==> src/rtl/rv32i_types.sv <==
// Shared types and helpers for the RV32I pipeline front end.
package rv32i_types;

    typedef enum logic [1:0] {
        IDLE   = 2'd0,
        REQ    = 2'd1,
        SQUASH = 2'd2
    } fetch_state_t;

    localparam logic [31:0] PC_STEP = 32'd4;

    // Instruction addresses are word-aligned; low bits of any target are dropped.
    function automatic logic [31:0] align_pc(input logic [31:0] pc);
        return {pc[31:2], 2'b00};
    endfunction

endpackage

==> src/rtl/fetch_stage_buf.sv <==
// One-entry IF/ID output buffer: clear beats load, load beats consume.
module fetch_buf (
    input  logic        clk,
    input  logic        rst,
    input  logic        i_load,
    input  logic        i_clear,
    input  logic        i_consume,
    input  logic [31:0] i_instr,
    input  logic [31:0] i_pc,
    output logic        o_valid,
    output logic [31:0] o_instr,
    output logic [31:0] o_pc
);

    logic        r_valid;
    logic [31:0] r_instr;
    logic [31:0] r_pc;

    // Buffer entry update.
    always_ff @(posedge clk) begin
        if (rst) begin
            r_valid <= 1'b0;
            r_instr <= 32'd0;
            r_pc    <= 32'd0;
        end else if (i_clear) begin
            r_valid <= 1'b0;
        end else if (i_load) begin
            r_valid <= 1'b1;
            r_instr <= i_instr;
            r_pc    <= i_pc;
        end else if (i_consume) begin
            r_valid <= 1'b0;
        end
    end

    assign o_valid = r_valid;
    assign o_instr = r_instr;
    assign o_pc    = r_pc;

endmodule

==> src/rtl/fetch_stage.sv <==
// Instruction fetch: one outstanding imem request, redirect/squash handling,
// result parked in a one-entry buffer feeding the IF/ID latch.
module fetch_stage
    import rv32i_types::*;
#(
    parameter logic [31:0] RESET_PC = 32'h0000_0060
) (
    input  logic        clk,
    input  logic        rst,
    output logic        imem_read,
    output logic [31:0] imem_address,
    input  logic        imem_resp,
    input  logic [31:0] imem_rdata,
    input  logic        advance,
    input  logic        redirect,
    input  logic [31:0] redirect_pc,
    output logic        valid_out,
    output logic [31:0] instr_out,
    output logic [31:0] pc_out
);

    fetch_state_t r_state;
    logic [31:0]  r_pc;
    logic [31:0]  r_req_addr;
    logic         r_imem_read;

    logic         w_buf_valid;
    logic         w_buf_free;
    logic         w_fill;
    logic [31:0]  w_redirect_target;

    assign w_redirect_target = align_pc(redirect_pc);
    assign w_buf_free        = ~w_buf_valid | advance;
    assign w_fill            = (r_state == REQ) & imem_resp & ~redirect;

    // Request FSM, PC and request-address registers.
    always_ff @(posedge clk) begin
        if (rst) begin
            r_state     <= IDLE;
            r_pc        <= RESET_PC;
            r_req_addr  <= RESET_PC;
            r_imem_read <= 1'b0;
        end else begin
            case (r_state)
                IDLE: begin
                    if (redirect) begin
                        r_pc <= w_redirect_target;
                    end else if (w_buf_free) begin
                        r_req_addr  <= r_pc;
                        r_imem_read <= 1'b1;
                        r_state     <= REQ;
                    end
                end
                REQ: begin
                    if (redirect) begin
                        r_pc <= w_redirect_target;
                        if (imem_resp) begin
                            r_imem_read <= 1'b0;
                            r_state     <= IDLE;
                        end else begin
                            r_state <= SQUASH;
                        end
                    end else if (imem_resp) begin
                        r_pc        <= r_req_addr + PC_STEP;
                        r_imem_read <= 1'b0;
                        r_state     <= IDLE;
                    end
                end
                SQUASH: begin
                    if (redirect) begin
                        r_pc <= w_redirect_target;
                    end
                    // The stale response must still be absorbed before the bus is free.
                    if (imem_resp) begin
                        r_imem_read <= 1'b0;
                        r_state     <= IDLE;
                    end
                end
                default: begin
                    r_imem_read <= 1'b0;
                    r_state     <= IDLE;
                end
            endcase
        end
    end

    assign imem_read    = r_imem_read;
    assign imem_address = r_req_addr;

    fetch_buf u_buf (
        .clk       (clk),
        .rst       (rst),
        .i_load    (w_fill),
        .i_clear   (redirect),
        .i_consume (advance),
        .i_instr   (imem_rdata),
        .i_pc      (r_req_addr),
        .o_valid   (w_buf_valid),
        .o_instr   (instr_out),
        .o_pc      (pc_out)
    );

    assign valid_out = w_buf_valid;

endmodule
==> config.mk <==
export PLATFORM = sky130hd
export DESIGN_NAME = fetch_stage
export DESIGN_NICKNAME = d
export VERILOG_FILES = /design/src/rtl/rv32i_types.sv /design/src/rtl/fetch_stage_buf.sv /design/src/rtl/fetch_stage.sv
export SDC_FILE = /design/constraint.sdc
export NUM_CORES = 1
export LEC_CHECK = 0
export BUFFER_PORTS_ARGS = -buffer_cell sky130_fd_sc_hd__buf_2
export CAP_MARGIN = 10
export CORE_AREA = 2 2 94 132
export CTS_BUF_LIST = sky130_fd_sc_hd__clkbuf_8
export CTS_CLUSTER_DIAMETER = 40
export DETAILED_ROUTE_END_ITERATION = 8
export DIE_AREA = 0 0 96 134
export PLACE_DENSITY_LB_ADDON = 0.15
export REMOVE_ABC_BUFFERS = 1
export SYNTH_ARGS = -nofsm -noshare
export SYNTH_HDL_FRONTEND = slang
export SYNTH_SLANG_ARGS = --single-unit
==> constraint.sdc <==
create_clock -name clk -period 2.1 [get_ports clk]
set_clock_uncertainty 0.05 [all_clocks]
set_input_delay 0.63 -clock clk [delete_from_list [all_inputs] [get_ports clk]]
set_output_delay 0.63 -clock clk [all_outputs]
set_load 0.1 [all_outputs]
# After elaboration in Yosys (flattened, before gate mapping)
# Cells that the tools add are included.
[word_totals]
regBits = 132
input_bits = 69
out_inout_bits = 98
wordCells = 47
[op_classes]
n_addsub = 1
n_eq_ne = 7
muxes = 16
bitwise_logic = 5
reduce_logical = 11
[ops]
columns = ["operator", "count"]
rows = [
  ["$mux W32", 3],
  ["$pmux W32 S2", 1],
  ["$add A32 B3 Y32 const B", 1],
  ["$mux W2", 5],
  ["$reduce_and A3 Y1", 3],
  ["$pmux W2 S3", 1],
  ["$reduce_or A2 Y1", 3],
  ["$mux W1", 5],
  ["$ne A2 B1 Y1 const B", 2],
  ["$ne A2 B2 Y1 const B", 2],
  ["$reduce_and A2 Y1", 2],
  ["$reduce_bool A2 Y1", 2],
  ["$ne A3 B3 Y1 const B", 1],
  ["$and A1 B1 Y1", 2],
  ["$eq A2 B1 Y1 const B", 1],
  ["$eq A2 B2 Y1 const B", 1],
  ["$logic_not A2 Y1", 1],
  ["$not A1 Y1", 2],
  ["$pmux W1 S2", 1],
  ["$or A1 B1 Y1", 1],
]

# Longest topological paths before layout
# Gate-level depths: netlist of run 1.
[logic_depth]
depth_word = 5
depth_mapped = 9
mapped_depth_nobuf = 7

# Cells and area by module
# Synthesis of run 1 repeated with hierarchy kept, for this count alone.
[hier_totals]
hier_cells = 711
hier_area_um2 = 6586.3
[modules_own_cells]
columns = ["mod", "instances", "cells_each", "area_each_um2", "seq_area_each_um2"]
rows = [
  ["fetch_stage", 1, 415, 3318.2, 1341.3],
  ["fetch_buf", 1, 296, 3268.1, 1301.2],
]

# Worst setup path after synthesis of run 1
# No wires, ideal clock.
[synth_path]
kind = "register to register"
start = "reg r_req_addr[5] (netlist: imem_address[5])"
end = "reg r_pc[31]"
setup_ns = 0.080
arrival_time_ns = 2.585
t_required_ns = 1.970
setup_slack_ns = -0.614
path_stages_with_launch = 7
n_path_buf = 1
period_less_slack_ns = 2.714
cell_sequence = "dfxtp_1 -> buf_2 -> nand4_2 -> nor4_2 -> nand4_1 -> xor2_1 -> a211oi_2"
[synth_between]
elab_chain_len = 4
[synth_rtl]
columns = ["element", "line_no", "source"]
rows = [
  ["start: declaration", "fetch_stage.sv:24", "logic [31:0] r_req_addr;"],
  ["start signal: assignment", "fetch_stage.sv:49", "r_req_addr <= r_pc;"],
  ["$add A32 B3 Y32", "fetch_stage.sv:64", "r_pc <= r_req_addr + PC_STEP;"],
  ["$mux W32", "fetch_stage.sv:63", "end else if (imem_resp) begin"],
  ["$mux W32", "fetch_stage.sv:55", "if (redirect) begin"],
  ["$pmux W32 S2", "fetch_stage.sv:44", "case (r_state)"],
  ["end signal: assignment", "fetch_stage.sv:47", "r_pc <= w_redirect_target;"],
  ["end signal: assignment", "fetch_stage.sv:56", "r_pc <= w_redirect_target;"],
  ["end signal: assignment", "fetch_stage.sv:64", ""],
  ["end: declaration", "fetch_stage.sv:23", "logic [31:0] r_pc;"],
]
# Every way passes these cells. The select of a mux whose other input is x is not followed.
# A chain may end at the register's enable or synchronous reset.

# Final worst setup path of run 1
[layout_path]
start = "reg r_req_addr[7] (netlist: imem_address[7])"
end = "out imem_address[7]"
[layout_rtl]
columns = ["element", "line_no", "source"]
rows = [
  ["end: declaration", "fetch_stage.sv:11", "output logic [31:0] imem_address,"],
]
# No word-level cell between the ends.

==> results.md, run 1 <==
* Reg clk slew, reported paths at around 0.070 ns
* Most common cell after layout, fill and taps aside: nand2_1
* Die Span Y at 134 um
* CP Cell Sequence: buf_4 > buf_2
* Post-CTS Setup Inserts at 0
* Vias in the first global route at 5142
* Max Cap Violations at 0
* Setup violation total in the final timing report at 0
* Power density over the cells at 812.7 mW/mm2
* Cell area after synthesis at approximately 0.0055 mm2
* Final Cycle Share at slightly below 100%
* Share of layout cells above drive strength 1 at 28.26%
* Ys flop type: dfxtp_1
* Iter 0 DRT Violations at 262
* Sequential cell area at about 0.0026 mm2
* Site Rows at between 40 and 50
* Final worst setup slack at 0.07339 ns
* Worst relative slew slack at roughly two thirds
* Antenna violations before repair at 0
* IO Port Bufs at 164
* H-tree levels at 4
* Top cell type's share of synthesized area at 48.10%
* WHS Endpoint: u_buf.o_instr[10]
* Synth cell types at 47
* Async set-reset flop share out of synthesis at 0%
* DRC at 0
* Kind of critical path: flip-flop to primary output
* #FFs+latches synth at about 130
* Clock latency on the worst-skew pair at between 0.4 and 0.5 ns
* Drt wl/cell at 14.51 um
* Critical path's slowest cell: buf_2
* Fin util at around 61%
* Synth top area cells: dfxtp_1 (48%), nand2_1 (15%), a21oi_1 (10%)
* Most frequent cells in the layout: nand2_1 (218), buf_2 (149), dfxtp_1 (131)
* Root Driver: clkbuf_8
* Post-synth EDFFs at 0
* Area grow syn2layout at 30.08%
* Total Nets Final at around 940
* CP arrival at about 1.4 ns
* Die X at 96 um
* Status: finished clean
* Final ANT Viol Nets at 0
* Clk sink count at approximately 130
* Worst hold path depth at 3
* Worst Tran Pin Value at 0.5071 ns
* Die Area at roughly 0.013 mm2
* Largest net degree at the start of global routing at around 100
* Critical path's largest stage delay at about 0.42 ns
* Detailed Place HPWL at 10120 um
* Post-DR vias/cell at 5.266
* Final Max Tran Viols at 0
* Leak pwr at 2.961 nW
* DR vias at around 5400
* Max VDD drop at between 500 and 600 uV
* Worst Hold Class: input port to flip-flop
* HP Start: imem_rdata[10]
* Critical path capture point type: primary output
* Reg2Reg Launch Point: imem_address[3]
* Cts bufs inserted at 17
* CTS hold repair buffers at 0
* Gr ovfl total at 0
* Critical path startpoint category: flip-flop
* # fillers at about 1100
* DR pass1 iterations at 4
* Gp weighted congestion at between 0.8 and 0.9
* CP required at between 1 and 1.5 ns
* Tmin final at between 2 and 2.5 ns
* Multi-input logic area at roughly 0.0026 mm2
* Syn Inst Count at 700
* Post-route insts no fill at roughly 1000
* Mean Syn Cell Area at 7.849 um2
* Placement Setup Slack at between 0.1 and 0.15 ns
* Clock buffer depth at 2
* R2R depth at 7
* Core area at roughly 0.012 mm2
* Largest fanout on the critical path at 5
* Worst-case register-to-register setup slack at ~0.17 ns
* Post-synthesis sequential area ratio at roughly half
* RSZ-0062 raised after global routing: no
* Drt total wl at 14920 um
* Max frequency at around 0.5 GHz
* Final Hold Fails at 0
* GRT Total Usage at a little under a quarter
* First-pass GRT wire length at 23940 um
* Placed Cells incl. Taps at around 1000
* R2r endpoint: r_pc[30]
* Synth warn at 0
* Effective utilization at floorplan at between 40% and 50%
* Post-synth top area cell: dfxtp_1
* TritonCTS clock tree: built
* Diode count at 0
* I/O pin count at about 170
state kept, by name, summed over array words and instances, names as in the netlist:
name and count:
r_state 2, u_buf.o_instr 32, u_buf.o_pc 32, u_buf.o_valid 1, imem_address 32, imem_read 1, r_pc 32
final cells by class:
cell class                      instances  area share [%]
Clock inverter                         13           2.188
Clock buffer                           19           3.659
Inverter                               10          0.5252
Sequential cell                       132           36.99
Tap cell                              147           2.574
Multi-Input combinational cell        505           36.66
Timing Repair Buffer                  202           17.40
synth_stat cells (6+ instances only):
| master | instances |
|---|---|
| clkbuf_1 | 46 |
| nand2_1 | 219 |
| xor2_1 | 16 |
| xnor2_1 | 8 |
| nand4_1 | 10 |
| inv_1 | 10 |
| nor3_1 | 6 |
| nor2_1 | 23 |
| a32oi_1 | 6 |
| nand3_1 | 23 |
| dfxtp_1 | 132 |
| a21oi_1 | 113 |
| a211o_1 | 8 |
| a211oi_1 | 7 |
| o21ai_0 | 7 |
worst max-delay path, delay by kind of cell (launching register included):
kind,cells,cell delay [ns]
buffers and inverters,2,0.57
DFF,1,0.35
how the worst max path moves through the flow:
| stage | end | depth (start not counted) | slack, ns | start |
|---|---|---|---|---|
| final | imem_address[7] | 2 | 0.07 | imem_address[7] |
| after global placement | r_pc[16] | 7 | 0.14 | imem_resp |
| after floorplan | r_pc[17] | 5 | -0.78 | r_state[0] |
| after global routing | imem_address[20] | 1 | 0.0004 | imem_address[20] |
| after CTS | imem_address[2] | 2 | 0.001 | imem_address[2] |
| after detailed placement | r_pc[5] | 7 | 0.12 | r_state[0] |
routing by layer:
layer / wire length [um] / GRT usage, % / up-vias
met5: 0 / 0 / -
met4: 329 / 9.444 / 0
li1: - / - / 2709
met3: 897 / 5.393 / 24
met2: 7634 / 41.09 / 164
met1: 6058 / 26.67 / 2516
logic make-up after synthesis:
group                    after synthesis  synth area share [%]
adder cells (fa/ha/maj)                5                 1.139
buffers and inverters                 63                 4.418
XOR/XNOR                              24                 3.826
AO/OA/AOI/OAI                        169                 18.22
flip-flops                           132                 48.10
AND/OR/NAND/NOR                      307                 24.30
where the power goes:
group | switching, mW | total [mW] | internal [mW]
Combinational | 0.660 | 0.922 | 0.261
Clock | 0.990 | 2.22 | 1.23
Sequential | 0.0662 | 2.67 | 2.60
through the flow:
stage	instance area, um2	hold slack (ns)	total power, mW	setup TNS (ns)
after floorplan	5289	0.3754	3.309	-33.67
after global placement	6690	0.3853	3.616	0
after detailed placement	6690	0.3929	3.638	0
after CTS	7116	0.3523	5.872	0
after global routing	7147	0.3603	6.053	0
final	7147	0.3845	5.808	0
what timing repair did:
action / 4_1_cts / 5_1_grt
hold endpoints to repair: 0 / 0
gates resized for setup: 3 / 13
setup endpoints to repair: 3 / 31
Power figures use the tool's default switching activity.
==> run 2, diff against run 1 <==
- CELL_PAD_IN_SITES_DETAIL_PLACEMENT: not set -> 0
- CELL_PAD_IN_SITES_GLOBAL_PLACEMENT: not set -> 2
- CORE_AREA: 2 2 94 132 -> 2 2 124 174
- DIE_AREA: 0 0 96 134 -> 0 0 126 176
==> run 2 against run 1 <==
  * Die area is 72% higher
  * Via count down 0.78%
  * Wire length is 20% higher
  * Flip-flop and latch count stayed put
  * Cell area grew 2.4%
  * Largest power group unchanged
==> results.md, run 2 (synthesis gave the netlist of run 1 again) <==
* Reg2Reg Launch Point: r_state[0]
* Critical path startpoint category: flip-flop
* Finished Cell Area at approximately 0.0073 mm2
* Fin util at 35.73%
* Max Cap Violations at 0
* Hold slack at about 0.37 ns
* TritonCTS clock tree: built
* Clk sink count at between 100 and 150
* Die Span Y at 176 um
* CP required at 1.42 ns
* Clock buffer depth at 2
* Most frequent cells in the layout: nand2_1 (217), buf_2 (142), dfxtp_1 (131)
* Vias in the first global route at ~5500
* Drt total wl at about 18000 um
* Post-route insts no fill at 1142
* # fillers at roughly 2200
* Status: finished clean
* Largest fanout on the critical path at 8
* Placement Setup Slack at 0.03911 ns
* Worst relative slew slack at about 60%
* P_int at a little under 4 mW
* Max frequency at about 0.49 GHz
* DR pass1 iterations at 4
* Effective utilization at floorplan at roughly 27%
* Gp weighted congestion at ~0.76
* Root Driver: clkbuf_8
* Die X at approximately 130 um
* Post-CTS Setup Inserts at 0
* Area grow syn2layout at 33.18%
* Final ANT Viol Nets at 0
* Setup violation total in the final timing report at 0
* Die Area at about 0.022 mm2
* Post-DR vias/cell at approximately 4.7
* Largest net degree at the start of global routing at 123
* Most common cell after layout, fill and taps aside: nand2_1
* Leak pwr at just under 3 nW
* Iter 0 DRT Violations at about 210
* R2r endpoint: r_pc[16]
* Tmin final at ~2.0 ns
* Worst Hold Class: input port to flip-flop
* Site Rows at 62
* Detailed Place HPWL at approximately 12000 um
* Cts bufs inserted at 17
* Clock power frac at between 30% and 40%
* Share of layout cells above drive strength 1 at approximately 29%
* H-tree levels at 4
* Max VDD drop at about 320 uV
* GRT Total Usage at between 15 and 20%
* Total Neg Setup Slack at 0 ns
* Final Cycle Share at 96.72%
* Final Max Tran Viols at 0
* First-pass GRT wire length at around 29000 um
* HP Start: imem_rdata[21]
* WHS Endpoint: u_buf.o_instr[21]
* Total Nets Final at about 950
* Reg power frac at between 40% and 50%
* Sw Ratio at about a third
* Gr ovfl total at 0
* R2R depth at 8
* Combinational share of power at ~17%
* CP arrival at ~1.4 ns
* Critical path capture point type: primary output
* Antenna violations before repair at 1
* Power density over the cells at around 780 mW/mm2
* Worst-case register-to-register setup slack at between 0.1 and 0.15 ns
* Switching Power at around 1.8 mW
* CTS hold repair buffers at 0
* IO Port Bufs at around 160
* Worst hold path depth at 3
* RSZ-0062 raised after global routing: no
* Kind of critical path: flip-flop to primary output
* Worst Tran Pin Value at ~0.6 ns
* DR vias at roughly 5400
* Final worst setup slack at 0.06878 ns
* DRC at 0
* Placed Cells incl. Taps at around 1100
* Final Total Pwr at around 5.7 mW
* Final Hold Fails at 0
* I/O pin count at 167
* Drt wl/cell at between 15 and 20 um
* Reg clk slew, reported paths at ~0.08 ns
* Placed Area at approximately 0.007 mm2
* Core area at ~0.020 mm2
* Clock latency on the worst-skew pair at 0.44 ns
-- run 2: changes by cell type in the layout (fill, tap and decap cells not counted), sizes merged --
cell / before / now
buf: 191 / 198
bufinv: 3 / 1
clkbuf: 30 / 29
clkinv: 4 / 6
clkinvlp: 4 / 2
diode: 0 / 1
-- run 2: power by group through the flow --
| stage | registers [mW] | clock network [mW] | logic, mW |
|---|---|---|---|
| after floorplan | 3.06 | 0 | 0.248 |
| after global placement | 2.72 | 0 | 0.950 |
| after detailed placement | 2.72 | 0 | 0.958 |
| after CTS | 2.66 | 2.22 | 0.967 |
| after global routing | 2.68 | 2.32 | 1.03 |
| final | 2.66 | 2.11 | 0.957 |
-- run 2: worst max-delay path, stage by stage (launching register included) --
cell	delay, ns
dfxtp_1	0.33
buf_4	0.15
buf_2	0.43
-- run 2: per-layer routing --
metal	global-route usage, %	part of all wire (%)
met1	19.48	45
met2	28.94	49
met3	4.212	5.1
met4	5.357	1.6
met5	0	0
-- run 2: worst max path at each step --
stage | endpoint | startpoint | cells after the start | slack (ns)
after CTS | imem_address[6] | imem_address[6] | 2 | 0.008
after global placement | r_pc[21] | imem_resp | 7 | 0.07
final | imem_address[17] | imem_address[17] | 2 | 0.07
after floorplan | r_pc[17] | r_state[0] | 5 | -0.78
after global routing | r_pc[5] | r_state[0] | 7 | 0.001
after detailed placement | r_pc[19] | imem_resp | 7 | 0.04
-- run 2: final cells by class --
| class | instances | area, um2 | share of cell area [%] |
|---|---|---|---|
| Clock inverter | 11 | 100.1 | 1.368 |
| Antenna cell | 1 | 2.502 | 0.03420 |
| Inverter | 10 | 37.54 | 0.5130 |
| Clock buffer | 21 | 289.0 | 3.950 |
| Timing Repair Buffer | 206 | 1304 | 17.82 |
| Sequential cell | 132 | 2644 | 36.13 |
| Multi-Input combinational cell | 505 | 2620 | 35.81 |
| Tap cell | 256 | 320.3 | 4.378 |
-- run 2: what timing repair did --
action,4_1_cts,5_1_grt
cloned,0,0
endpoints found under the hold margin,0,0
gates resized for setup,13,10
endpoints found under the setup margin,13,25
==> run 3, diff against run 2 <==
- CORE_AREA: 2 2 124 174 -> 2 2 129 181
- DIE_AREA: 0 0 126 176 -> 0 0 131 183
- SYNTH_HIERARCHICAL: not set -> 1
==> run 3 against run 2 <==
  * Register-to-register slack got worse by 0.02 ns
  * Area after synthesis rose by 20%
  * Cell area rose by 14%
  * Clock-buffer cell count fell by 3
  * Largest power group unchanged
  * Via count rose by 9.0%
  * Total power rose by 2.6%
  * Utilization rose by 1.6 points
  * Synthesized cell count rose by 1.6%
  * Largest cell class is now multi-input gates
  * First-iteration DRC count rose by 11%
  * Non-clock buffer count rose by 12
==> results.md, run 3 <==
* Status: finished clean
* IO Port Bufs at 164
* First-pass GRT wire length at approximately 31000 um
* Most common cell after layout, fill and taps aside: buf_2
* Worst Tran Pin Value at between 0.5 and 0.6 ns
* Effective utilization at floorplan at 29.45%
* Worst Hold Class: flip-flop to flip-flop
* Drt wl/cell at around 17 um
* DRC at 0
* Top cell type's share of synthesized area at 40.12%
* Worst-case register-to-register setup slack at approximately 0.12 ns
* Share of layout cells above drive strength 1 at about 37%
* HP Start: r_pc[2]
* # fillers at 2298
* Sequential cell area at 0.002646 mm2
* I/O pin count at roughly 170
* R2R depth at 8
* Final Cycle Share at a little over nine tenths
* Clk sink count at 132
* Mean Syn Cell Area at about 9 um2
* Synth top area cells: dfxtp_1 (40%), nand4bb_1 (11%), o21ai_2 (8.0%)
* CP required at ~1.4 ns
* Post-synth top cells: dfxtp_1 (132), nand2_1 (89), nand2b_1 (66), nand4bb_1 (64), o21ai_2 (60)
* Max Cap Violations at 0
* Reg2Reg Launch Point: r_state[1]
* Critical path capture point type: primary output
* Async set-reset flop share out of synthesis at 0%
* Cts bufs inserted at 17
* Placed Area at between 0.007 and 0.008 mm2
* R2r endpoint: r_pc[14]
* Final worst setup slack at approximately 0.062 ns
* H-tree levels at 4
* Clock buffer depth at 2
* Synth cell types at 52
* Placement Setup Slack at 0.04252 ns
* Post-synthesis sequential area ratio at 40.12%
* #FFs+latches synth at roughly 130
* Reg clk slew, reported paths at roughly 0.080 ns
* Synth warn at 6
* Critical path startpoint category: flip-flop
* Final Max Tran Viols at 0
* Site Rows at 65
* Gp weighted congestion at around 0.78
* Largest net degree at the start of global routing at 78
* Most frequent cells in the layout: buf_2 (146), dfxtp_1 (129), nand2_1 (89)
* Core area at 0.02237 mm2
* Die Span Y at between 150 and 200 um
* Max frequency at 0.4906 GHz
* Power density over the cells at 704.1 mW/mm2
* Tmin final at 2.038 ns
* Total Nets Final at ~960
* Final ANT Viol Nets at 0
* Area grow syn2layout at 26.75%
* Vias in the first global route at between 5000 and 6000
* Gr ovfl total at 0
* Post-synth EDFFs at 0
* GRT Total Usage at roughly 17%
* DR vias at 5853
* RSZ-0062 raised after global routing: no
* Setup violation total in the final timing report at 0
* DR pass1 iterations at 4
* Root Driver: clkbuf_8
* Drt total wl at roughly 20000 um
* WHS Endpoint: imem_address[2]
* Antenna violations before repair at 1
* Die X at roughly 130 um
* Worst hold path depth at 2
* Total Neg Setup Slack at 0 ns
* Post-synth top area cell: dfxtp_1
* Clock latency on the worst-skew pair at roughly 0.45 ns
* Post-route insts no fill at around 1200
* Final Hold Fails at 0
* Iter 0 DRT Violations at ~240
* Final Total Pwr at between 5 and 6 mW
* Cell area after synthesis at approximately 0.0066 mm2
* Ys flop type: dfxtp_1
* Syn Inst Count at 711
* Worst relative slew slack at 64.63%
* Largest fanout on the critical path at 5
* Leak pwr at roughly 3.4 nW
* Multi-input logic area at approximately 0.0035 mm2
* TritonCTS clock tree: built
* Count leader, synth: dfxtp_1
* Post-DR vias/cell at around 5
* CP arrival at ~1.4 ns
* Max VDD drop at ~380 uV
* Kind of critical path: flip-flop to primary output
* Die Area at 0.02397 mm2
* CTS hold repair buffers at 0
* Placed Cells incl. Taps at between 1000 and 1500
* Detailed Place HPWL at 13770 um
* Finished Cell Area at about 0.0083 mm2
[run 3: changes by cell type after synthesis, sizes merged, moves of 7 or more]
| cell | before | now |
|---|---|---|
| nand4bb | 0 | 64 |
| buf | 7 | 43 |
| nand2 | 219 | 89 |
| o21ai | 7 | 75 |
| nand2b | 4 | 66 |
| a21oi | 114 | 48 |
| a22oi | 0 | 8 |
| nand3 | 23 | 16 |
| clkbuf | 46 | 23 |
| o22ai | 5 | 13 |
[run 3: stage by stage]
| step | hold WS (ns) | util, % |
|---|---|---|
| floorplan | 0.3727 | - |
| global placement | 0.3851 | 35.17 |
| global route | 0.3861 | 37.33 |
| detailed placement | 0.3965 | 35.17 |
| finish | 0.3988 | 37.33 |
| CTS | 0.3724 | 37.14 |
[run 3: what timing repair did]
item / 4_1_cts / 5_1_grt
buffers inserted: 0 / 0
endpoints found under the hold margin: 0 / 0
gates resized for setup: 9 / 15
setup endpoints to repair: 9 / 19
[run 3: worst max path at each step]
stage	endpoint	start	cells past startpoint	slack, ns
3_3_place_gp	u_buf/o_instr[31]	redirect	6	0.09
4_1_cts	imem_address[7]	imem_address[7]	2	0.01
5_1_grt	imem_address[15]	imem_address[15]	2	0.007
2_1_floorplan	u_buf/o_instr[27]	redirect	4	-2.80
3_5_place_dp	r_pc[14]	r_state[1]	8	0.04
6_report	imem_address[16]	imem_address[16]	2	0.06
[run 3: cells by family (layout without fill, tap and decap cells)]
| group | Yosys count | after routing | share of synthesized area, % |
|---|---|---|---|
| AND/OR/NAND/NOR | 301 | 301 | 29.71 |
| AO/OA/AOI/OAI | 175 | 175 | 18.77 |
| flip-flops | 132 | 132 | 40.12 |
| buffers and inverters | 72 | 256 | 6.991 |
| XOR/XNOR | 26 | 26 | 3.457 |
| adder cells (fa/ha/maj) | 5 | 5 | 0.9498 |
| other | 0 | 1 | 0 |
[run 3: layer usage]
metal / part of all wire, % / vias to the layer above / GRT usage [%]
met4: 1.6 / 0 / 5.532
met2: 50 / 152 / 29.82
met3: 4.7 / 26 / 3.355
met5: 0 / - / 0
met1: 43 / 2800 / 20.13
li1: - / 2875 / -
[run 3: cell type report]
class	count	share of cell area [%]
Multi-Input combinational cell	507	42.04
Sequential cell	132	31.70
Timing Repair Buffer	218	16.43
Tap cell	301	4.511
Clock buffer	18	2.968
Clock inverter	14	2.053
Inverter	6	0.2698
Antenna cell	1	0.02998
[run 3: report_power, final]
group | switching (mW) | internal [mW] | leakage, nW
Combinational | 0.605 | 0.310 | 2.05
Sequential | 0.0579 | 2.58 | 1.07
Clock | 1.02 | 1.30 | 0.233
[run 3: worst max-delay path, cell delays in order (launching register included)]
cell and delay, ns:
dfxtp_1 0.35, buf_4 0.15, buf_2 0.42
